### config.mk
export PLATFORM = sky130hd
export DESIGN_NAME = calc_controller
export DESIGN_NICKNAME = d
export VERILOG_FILES = /design/src/rtl/calc_pkg.sv /design/src/rtl/calc_entry_acc.sv /design/src/rtl/calc_controller.sv
export SDC_FILE = /design/constraint.sdc
export NUM_CORES = 1
export LEC_CHECK = 0
export CAP_MARGIN = 20
export CORE_MARGIN = 5
export CORE_UTILIZATION = 49
export CTS_CLUSTER_DIAMETER = 50
export CTS_CLUSTER_SIZE = 8
export DETAILED_ROUTE_END_ITERATION = 8
export GPL_ROUTABILITY_DRIVEN = 0
export PLACE_DENSITY = 0.82
export SETUP_SLACK_MARGIN = 0.02
export SKIP_LAST_GASP = 1
export SYNTH_ARGS = -nofsm -noshare
export SYNTH_HDL_FRONTEND = slang
export SYNTH_SLANG_ARGS = --single-unit
### constraint.sdc
create_clock -name clock -period 4.7 [get_ports clock]
set_clock_uncertainty 0.2 [all_clocks]
set_input_delay 1.175 -clock clock [delete_from_list [all_inputs] [get_ports clock]]
set_output_delay 1.175 -clock clock [all_outputs]
set_load 0.02 [all_outputs]
### src/rtl/calc_pkg.sv
// Shared definitions for the four-function calculator controller:
// widths, operand limits, key codes, ALU opcodes and the controller state type.
package calc_pkg;

    // Operand, result and entry-accumulator widths
    localparam int OPERAND_W   = 11;
    localparam int RESULT_W    = 21;
    localparam int ACC_W       = 10;
    localparam int CNT_W       = 2;
    localparam int MAX_OPERAND = 999;
    localparam int MAX_DIGITS  = 3;

    // ALU opcodes
    localparam logic [1:0] OP_ADD = 2'b00;
    localparam logic [1:0] OP_SUB = 2'b01;
    localparam logic [1:0] OP_MUL = 2'b10;
    localparam logic [1:0] OP_DIV = 2'b11;

    // Keypad codes; 0-9 are plain digits
    localparam logic [3:0] KEY_DIGIT_MAX = 4'h9;
    localparam logic [3:0] KEY_ADD       = 4'hA;
    localparam logic [3:0] KEY_SUB       = 4'hB;
    localparam logic [3:0] KEY_MUL       = 4'hC;
    localparam logic [3:0] KEY_DIV       = 4'hD;
    localparam logic [3:0] KEY_EQ        = 4'hE;
    localparam logic [3:0] KEY_CLR       = 4'hF;

    // Controller states
    typedef enum logic [2:0] {
        ST_ENTER_A,
        ST_ENTER_B,
        ST_COMPUTE,
        ST_WAIT,
        ST_SHOW,
        ST_ERROR
    } state_t;

    // Operator keys A..D map in order onto opcodes 00..11
    function automatic logic [1:0] key_to_opcode(input logic [3:0] key);
        logic [3:0] diff;
        diff = key - KEY_ADD;
        return diff[1:0];
    endfunction

    // True for the four operator keys
    function automatic logic is_op_key(input logic [3:0] key);
        return (key >= KEY_ADD) && (key <= KEY_DIV);
    endfunction

endpackage

### src/rtl/calc_entry_acc.sv
// Decimal digit-entry accumulator: holds the operand being typed and how many
// digits it has. Digits beyond the third are dropped so the value never
// exceeds 999. Priority: clear, then load (start fresh with one digit), then push.
module calc_entry_acc
    import calc_pkg::*;
(
    input  logic             clock,
    input  logic             reset,
    input  logic             clear,
    input  logic             load,
    input  logic             push,
    input  logic [3:0]       digit,
    output logic [ACC_W-1:0] acc,
    output logic [CNT_W-1:0] count
);

    // acc*10 + digit; with at most two digits held the sum stays below 1000
    logic [ACC_W+3:0] pushed_wide;
    logic             has_room;

    assign pushed_wide = acc * 4'd10 + digit;
    assign has_room    = (count < CNT_W'(MAX_DIGITS));

    // Accumulator and digit count update
    always_ff @(posedge clock) begin
        // NOTE: state is written with <= so every flop samples pre-edge values.
        if (reset || clear) begin
            acc   <= '0;
            count <= '0;
        end else if (load) begin
            acc   <= ACC_W'(digit);
            count <= CNT_W'(1);
        end else if (push && has_room) begin
            acc   <= pushed_wide[ACC_W-1:0];
            count <= count + CNT_W'(1);
        end
    end

endmodule

### src/rtl/calc_controller.sv
// Keypad-driven calculator controller. Collects two decimal operands and an
// operator, launches an external ALU with a one-cycle strobe, captures the
// result one cycle later and supports chaining the result into the next
// operation. Results outside +/-999 cannot be chained and raise an error.
// Optional build macro DIV0_ERR_EN: when defined, equals with a zero divisor
// goes straight to the error state without starting the ALU.
module calc_controller
    import calc_pkg::*;
(
    input  logic                       clock,
    input  logic                       reset,
    input  logic                       key_valid,
    input  logic [3:0]                 key_code,
    output logic signed [OPERAND_W-1:0] regA,
    output logic signed [OPERAND_W-1:0] regB,
    output logic [1:0]                 opcode,
    output logic                       computestrobe,
    input  logic signed [RESULT_W-1:0] alu_result,
    input  logic                       alu_remain,
    input  logic [RESULT_W-1:0]        alu_remainder,
    output logic signed [RESULT_W-1:0] disp_value,
    output logic [RESULT_W-1:0]        disp_remainder,
    output logic                       disp_rem_valid,
    output logic                       busy,
    output logic                       err
);

    localparam logic signed [RESULT_W-1:0] RES_MAX = RESULT_W'(MAX_OPERAND);
    localparam logic signed [RESULT_W-1:0] RES_MIN = -RES_MAX;

    state_t state, next_state;

    // Decoded key events
    logic is_clr, is_digit, is_op, is_eq;
    assign is_clr   = key_valid && (key_code == KEY_CLR);
    assign is_digit = key_valid && (key_code <= KEY_DIGIT_MAX);
    assign is_op    = key_valid && is_op_key(key_code);
    assign is_eq    = key_valid && (key_code == KEY_EQ);

    // Entry accumulator
    logic [ACC_W-1:0] acc;
    logic [CNT_W-1:0] count;
    logic             acc_clear, acc_load, acc_push;
    logic             has_b;
    assign has_b = (count != '0);

    calc_entry_acc u_entry_acc (
        .clock (clock),
        .reset (reset),
        .clear (acc_clear),
        .load  (acc_load),
        .push  (acc_push),
        .digit (key_code),
        .acc   (acc),
        .count (count)
    );

    // Captured ALU outputs, shown outside the entry states
    logic signed [RESULT_W-1:0] res_q;
    logic [RESULT_W-1:0]        rem_q;
    logic                       rem_valid_q;
    logic                       res_in_range;
    assign res_in_range = (res_q >= RES_MIN) && (res_q <= RES_MAX);

`ifdef DIV0_ERR_EN
    logic div_by_zero;
    assign div_by_zero = (opcode == OP_DIV) && (acc == '0);
`endif

    // State register
    always_ff @(posedge clock) begin
        if (reset) state <= ST_ENTER_A;
        else       state <= next_state;
    end

    // Next-state decode; clear overrides everything including COMPUTE/WAIT
    always_comb begin
        // NOTE: default first so no path through the case leaves next_state unassigned (no latch).
        next_state = state;
        if (is_clr) begin
            next_state = ST_ENTER_A;
        end else begin
            unique case (state)
                ST_ENTER_A: if (is_op) next_state = ST_ENTER_B;
                ST_ENTER_B: begin
                    if (is_eq && has_b) begin
`ifdef DIV0_ERR_EN
                        next_state = div_by_zero ? ST_ERROR : ST_COMPUTE;
`else
                        next_state = ST_COMPUTE;
`endif
                    end
                end
                ST_COMPUTE: next_state = ST_WAIT;
                ST_WAIT:    next_state = ST_SHOW;
                ST_SHOW: begin
                    if (is_digit)   next_state = ST_ENTER_A;
                    else if (is_op) next_state = res_in_range ? ST_ENTER_B : ST_ERROR;
                end
                ST_ERROR:   next_state = ST_ERROR;
                default:    next_state = ST_ENTER_A;
            endcase
        end
    end

    // Accumulator control: fresh operand after each operator/equals, digit restart from SHOW
    always_comb begin
        acc_clear = is_clr
                 || ((state == ST_ENTER_A) && is_op)
                 || ((state == ST_ENTER_B) && is_eq && has_b)
                 || ((state == ST_SHOW) && is_op);
        acc_load  = (state == ST_SHOW) && is_digit;
        acc_push  = ((state == ST_ENTER_A) || (state == ST_ENTER_B)) && is_digit;
    end

    // Operand, opcode and result registers
    always_ff @(posedge clock) begin
        if (reset || is_clr) begin
            regA        <= '0;
            regB        <= '0;
            opcode      <= OP_ADD;
            res_q       <= '0;
            rem_q       <= '0;
            rem_valid_q <= 1'b0;
        end else begin
            unique case (state)
                ST_ENTER_A: begin
                    if (is_op) begin
                        regA   <= {1'b0, acc};
                        opcode <= key_to_opcode(key_code);
                    end
                end
                ST_ENTER_B: begin
                    if (is_op && !has_b) opcode <= key_to_opcode(key_code);
                    if (is_eq && has_b)  regB   <= {1'b0, acc};
                end
                ST_WAIT: begin
                    res_q       <= alu_result;
                    rem_q       <= alu_remainder;
                    rem_valid_q <= alu_remain;
                end
                ST_SHOW: begin
                    if (is_op && res_in_range) begin
                        regA   <= res_q[OPERAND_W-1:0];
                        opcode <= key_to_opcode(key_code);
                    end
                end
                default: ;
            endcase
        end
    end

    // Moore outputs: strobe/busy/err from state, display muxes acc or captured result
    always_comb begin
        computestrobe  = (state == ST_COMPUTE);
        busy           = (state == ST_COMPUTE) || (state == ST_WAIT);
        err            = (state == ST_ERROR);
        disp_value     = res_q;
        disp_remainder = rem_q;
        disp_rem_valid = rem_valid_q;
        if ((state == ST_ENTER_A) || (state == ST_ENTER_B)) begin
            disp_value     = RESULT_W'(acc);
            disp_remainder = '0;
            disp_rem_valid = 1'b0;
        end
    end

endmodule

[Word-level counts from Yosys, hierarchy flattened]
Index checks and enable logic that the tools add are counted.
Word-level totals
  output and inout port bits: 70
  memory bits (read-only): 0
  memories: 0
  RAM bits: 0
  input port bits: 50
  bits in latches: 0
  flip-flop bits (word level): 81
  logic and storage cells: 88
Cells by class
  $lt $le $gt $ge: 6
  add/sub/neg operators: 3
  reductions and logical operators: 35
  multipliers: 1
  mux-type cells: 20
  equal/unequal tests: 12
  bitwise operators: 0
  shifts and indexed selects: 0
  divide/modulo/power cells: 0
Operators by type and width (number)
  21-bit 2-to-1 mux: 2
  11-bit 2-to-1 mux: 2
  11-bit case mux with 2 select lines: 1
  21-bit by 11-bit greater-or-equal comparator with 1-bit output (second input constant): 1
  21-bit by 11-bit <= comparator with 1-bit output (second input constant): 1
  3-bit case mux with 6 select lines: 1
  1-bit logical AND: 16
  3-bit 2-to-1 mux: 5
  10-bit by 4-bit adder with 10-bit output: 1
  10-bit by 3-bit multiplier with 9-bit output (second input constant): 1
  4-bit equality test (second input constant): 2
  4-bit <= comparator (second input constant): 2
  4-bit 2-to-1 mux: 2
  1-bit logical OR: 7
  3-bit by 2-bit equality test with 1-bit output (second input constant): 2
  3-bit equality test (second input constant): 2
  2-bit 2-to-1 mux: 3
  2-bit case mux with 3 select lines: 1
  3-bit AND reduction: 2
  2-bit nonzero test: 3
  4-bit greater-or-equal comparator (second input constant): 1
  2-bit by 1-bit != test with 1-bit output (second input constant): 2
  2-bit != test (second input constant): 2
  4-bit AND reduction: 1
  other kinds (11): 14

[Depth between registers and ports, before layout]
  word-level depth: 9
  depth in mapped cells: 10

[Modules after synthesis]
Synthesis repeated with hierarchy kept, for this count alone.
Unflattened totals
  cells, all modules: 497
  area, all modules: 4155.2 µm²
By module, submodules not included
  calc_controller: area an instance 3195.6 µm², cells each 396, sequential area each 1381.3 µm², times used 1
  calc_entry_acc: area an instance 959.7 µm², cells each 101, sequential area each 240.2 µm², times used 1

[Worst setup path before layout]
OpenSTA, ideal clock, no wires.
  kind: input to register
  start: input port key_code[1]
  end: register u_entry_acc.acc[9]
  setup slack: 1.290 ns
  setup time: 0.079 ns
  arrival time: 3.131 ns
  required time: 4.421 ns
  stages on the path: 9
  cell sequence: ha_1 > inv_1 > fa_1 > nor2b_2 > o21ai_2 > or3b_4 > nor4b_4 > xnor3_1 > a211oi_2
Between the ends
  word-level cells in the longest chain between the ends: 9
RTL lines
  from (decl): line calc_controller.sv:13  | input logic [3:0] key_code,
  4-bit greater-or-equal comparator or 4-bit <= comparator (tied branches): line calc_pkg.sv:47  | return (key >= KEY_ADD) && (key <= KEY_DIV);
  1-bit logical AND: line calc_pkg.sv:47
  1-bit logical AND: line calc_controller.sv:37  | assign is_op = key_valid && is_op_key(key_code);
  1-bit logical AND: line calc_controller.sv:109  | || ((state == ST_ENTER_A) && is_op)
  1-bit logical OR: line calc_controller.sv:109
  1-bit logical OR: line calc_controller.sv:110  | || ((state == ST_ENTER_B) && is_eq && has_b)
  1-bit logical OR: line calc_controller.sv:111  | || ((state == ST_SHOW) && is_op);
  1-bit logical OR: line calc_entry_acc.sv:27  | if (reset || clear) begin
  2-bit OR reduction (no source line)
  to (signal assigned): line calc_entry_acc.sv:31  | acc <= ACC_W'(digit);
  to (signal assigned): line calc_entry_acc.sv:34  | acc <= pushed_wide[ACC_W-1:0];
  to (decl): line calc_entry_acc.sv:13  | output logic [ACC_W-1:0] acc,
Parallel ways exist; a longest one is shown, timed or not.
A chain may end at the register's enable or synchronous reset.

[Worst setup path after layout]
  start: register state[2]
  end: output port disp_value[0]
Between the ends
  word-level cells in the longest chain between the ends: 3
RTL lines
  from (decl): line calc_controller.sv:31  | state_t state, next_state;
  from (signal assigned): line calc_controller.sv:73  | else state <= next_state;
  3-bit by 1-bit equality test with 1-bit output or 3-bit logical NOT (tied branches): line calc_controller.sv:161  | if ((state == ST_ENTER_A) || (state == ST_ENTER_B)) begin
  1-bit logical OR *: line calc_controller.sv:161
  21-bit 2-to-1 mux *: line calc_controller.sv:161
  to (decl): line calc_controller.sv:21  | output logic signed [RESULT_W-1:0] disp_value,
Every way passes the cells marked *; elsewhere a longest branch is shown, timed or not.

==> flow_summary.toml <==
[global_route]
use_met2 = 0.368
antenna_found_initial = 0
grt.overflow.total = 0
grt_usage = 0.215
busiest_layer = "met2"
grt_max_degree = 70
grt_first_pass_wirelength_mm = 17.7
met3_usage = 0.0388
grt_pass1_vias = 3729
grtUsageMet1 = 0.266

[setup_path]
start_kind = "flip-flop"
critPathRequiredTime_ns = 3.32
crit_fanout = 34
worstPathCellList = "nor2_4 -> buf_4 -> mux2_2 -> clkdlybuf4s50_1"
end_kind = "primary output"
critPathMaxStageDelay_ns = 0.55
crit_type = "reg -> out"
cpMaxStageDelayCell = "clkdlybuf4s50_1"
cp.arrival_ns = 2.50

[cells_and_area]
diodes = 0
area_growth_pct = 35.9
layout-drive-gt1-share = 0.0708
finalCoreUtilization = 0.680
nets = 670

[power_and_ir_drop]
comb_power_share = 0.147
ir_drop_v = 0.000224
power.density_mw_per_mm2 = 267
finalPower_mw = 1.47
p_int_mw = 1.07
p_clk_frac = 0.365
seqPwrFrac = 0.488
p_leak_nw = 1.97
power.net_switching_uw = 407
p_sw_frac = 0.276

[sta]
rsz0062_at_grt = "false"
slew_headroom = 0.373
timing.setup.tns_ns = 0
min_period_over_period = 0.824
worst_slack_ns = 0.826
tightest_slew_ns = 0.941
timing.final.crit_period_ns = 3.87
setup_viol = 0
maxClockFrequency_mhz = 258
slew_viol_final = 0
finalHoldViolCount = 0
whs_ns = 0.254

[drt]
wl_mm = 10.9
drtPass1Iterations = 4
drt_iter0_drc = 151
viasPerCell = 5.38
drc = 0
post_drt_wl_per_cell_um = 15.3
route.vias.total = 3827
ant_nets = 0

[clock_tree]
clk_latency_ns = 0.35
cts_sinks = 81
cts_buffers = 9
cts_tree = "done"
htree_levels = 3
path_clk_slew_ns = 0.10
hold_buffers = 0
cts.path.max_buffers = 2
cts_setup_buffers = 0
ctsResizeCount = 0
cts-root-buf = "clkbuf_8"

[synth]
syn-num-nets = 565
yosysSeqAreaShare = 0.399
syn_inst = 497
ys.flop_type = "dfxtp_1"
synth_edf_count = 0
synth_cell_types = 51
syn_area_sq_mm = 0.00407
ys_async_sr_fraction = 0
synth-warning-count = 0
syn_area_per_cell_sq_um = 8.19
ys_seq_elements = 81

[die]
num_rows = 33
io_pins = 120
chipWidth_um = 101
die_h_um = 101
initial_core_util = 0.500
dieArea_sq_mm = 0.0102
coreArea_sq_mm = 0.00813

[worst_hold_path]
hp-class = "reg -> reg"

[placement]
pre_cts_ws_ns = 0.486
hpwl_mm = 7.85
numPortBuffers = 118

[flow_run]
drv_cap = 0

[outcome]
outcome = "complete, no violations"
-- cell type report --
cell class,instances,area [sq um]
clock buffer,9,124
clock inverter,7,83.8
fill,684,2600
inverter,11,41.3
multi-input combinational,375,2300
sequential,81,1620
tap,105,131
timing repair buffer,124,1230
-- kinds of logic (layout without fill, tap and decap cells) --
group / Yosys count / in the layout / synth area share
AO/OA/AOI/OAI: 91 / 91 / 0.132
buffers and inverters: 41 / 151 / 0.0400
adder cells (fa/ha/maj): 18 / 18 / 0.0590
multiplexers: 31 / 31 / 0.0793
other: 1 / 1 / 0.000922
XOR/XNOR: 12 / 12 / 0.0311
AND/OR/NAND/NOR: 222 / 222 / 0.259
flip-flops: 81 / 81 / 0.399
-- metrics by stage --
| stage | cells | cell area (sq um) |
|---|---|---|
| 2_1_floorplan | 497 | 4070 |
| 3_3_place_gp | 696 | 5320 |
| 3_5_place_dp | 696 | 5320 |
| 4_1_cts | 712 | 5530 |
| 5_1_grt | 712 | 5530 |
| 6_report | 712 | 5530 |
-- power by group through the flow --
stage	Combinational, mW	Clock, mW	Sequential (mW)
2_1_floorplan	0.116	0	0.736
3_3_place_gp	0.208	0	0.735
3_5_place_dp	0.215	0	0.735
4_1_cts	0.217	0.547	0.720
5_1_grt	0.238	0.579	0.722
6_report	0.217	0.538	0.720
-- path summary, 6_finish.rpt --
path,start,to,slack (ns),cells past startpoint
min,rem_q[17]$_SDFFE_PP0P_,rem_q[17]$_SDFFE_PP0P_,0.25,2
max reg2reg,u_entry_acc.acc[2]$_SDFFE_PP0P_,u_entry_acc.acc[9]$_SDFFE_PP0P_,1.61,9
max,state[2]$_SDFFE_PP0P_,disp_value[0],0.83,4
min reg2reg,rem_q[17]$_SDFFE_PP0P_,rem_q[17]$_SDFFE_PP0P_,0.25,2
-- worst max-delay path: cells and delay by family (launching register included) --
family	cells	cell delay (ns)
buffers and inverters	2	0.96
DFF	1	0.43
muxes	1	0.38
and+or+nand+nor	1	0.38
-- routing by layer --
layer	vias up	routed length, um
met5	-	0
met4	0	320
met3	26	632
met2	129	5400
met1	1779	4540
li1	1893	-
-- Yosys cell counts (3+ instances only) --
library cell | count | area share
ha_1 | 16 | 0.049
nor3_1 | 7 | 0.0086
xor2_1 | 4 | 0.0086
nor2b_1 | 34 | 0.052
xnor2_1 | 6 | 0.013
nor4_1 | 3 | 0.0046
nand4_1 | 5 | 0.0077
a21oi_1 | 57 | 0.070
mux2_2 | 10 | 0.028
dfxtp_1 | 81 | 0.40
nor2_1 | 42 | 0.039
clkbuf_1 | 25 | 0.023
and2_1 | 3 | 0.0046
inv_1 | 11 | 0.010
o21ai_0 | 4 | 0.0049
nand2b_1 | 5 | 0.0077
a211oi_1 | 15 | 0.028
nand2_1 | 101 | 0.093
nand3_1 | 9 | 0.011
buf_2 | 4 | 0.0049
mux2i_1 | 21 | 0.052
-- placed cells by master (no fill, tap or decap), types with 2 or more instances in the layout --
cell type	Yosys	routed
a211oi_1	15	15
a21o_1	2	2
a21oi_1	57	57
and2_1	3	3
buf_4	1	6
clkbuf_8	0	9
clkdlybuf4s50_1	0	118
dfxtp_1	81	81
fa_1	2	2
ha_1	16	16
inv_1	11	11
inv_6	0	3
mux2_2	10	10
mux2i_1	21	21
nand2_1	101	101
nand2b_1	5	5
nand3_1	9	9
nand4_1	5	5
nor2_1	42	41
nor2b_1	34	34
nor3_1	7	7
nor4_1	3	3
o21ai_0	4	4
or4_1	2	2
xnor2_1	6	6
xor2_1	4	4
-- flip-flops by register name, summed over array words and instances (netlist names) --
register           count
opcode                 2
regA                  11
regB                  10
rem_q                 21
rem_valid_q            1
res_q                 21
state                  3
u_entry_acc.acc       10
u_entry_acc.count      2
No activity file was read; power rests on OpenSTA's default activity.
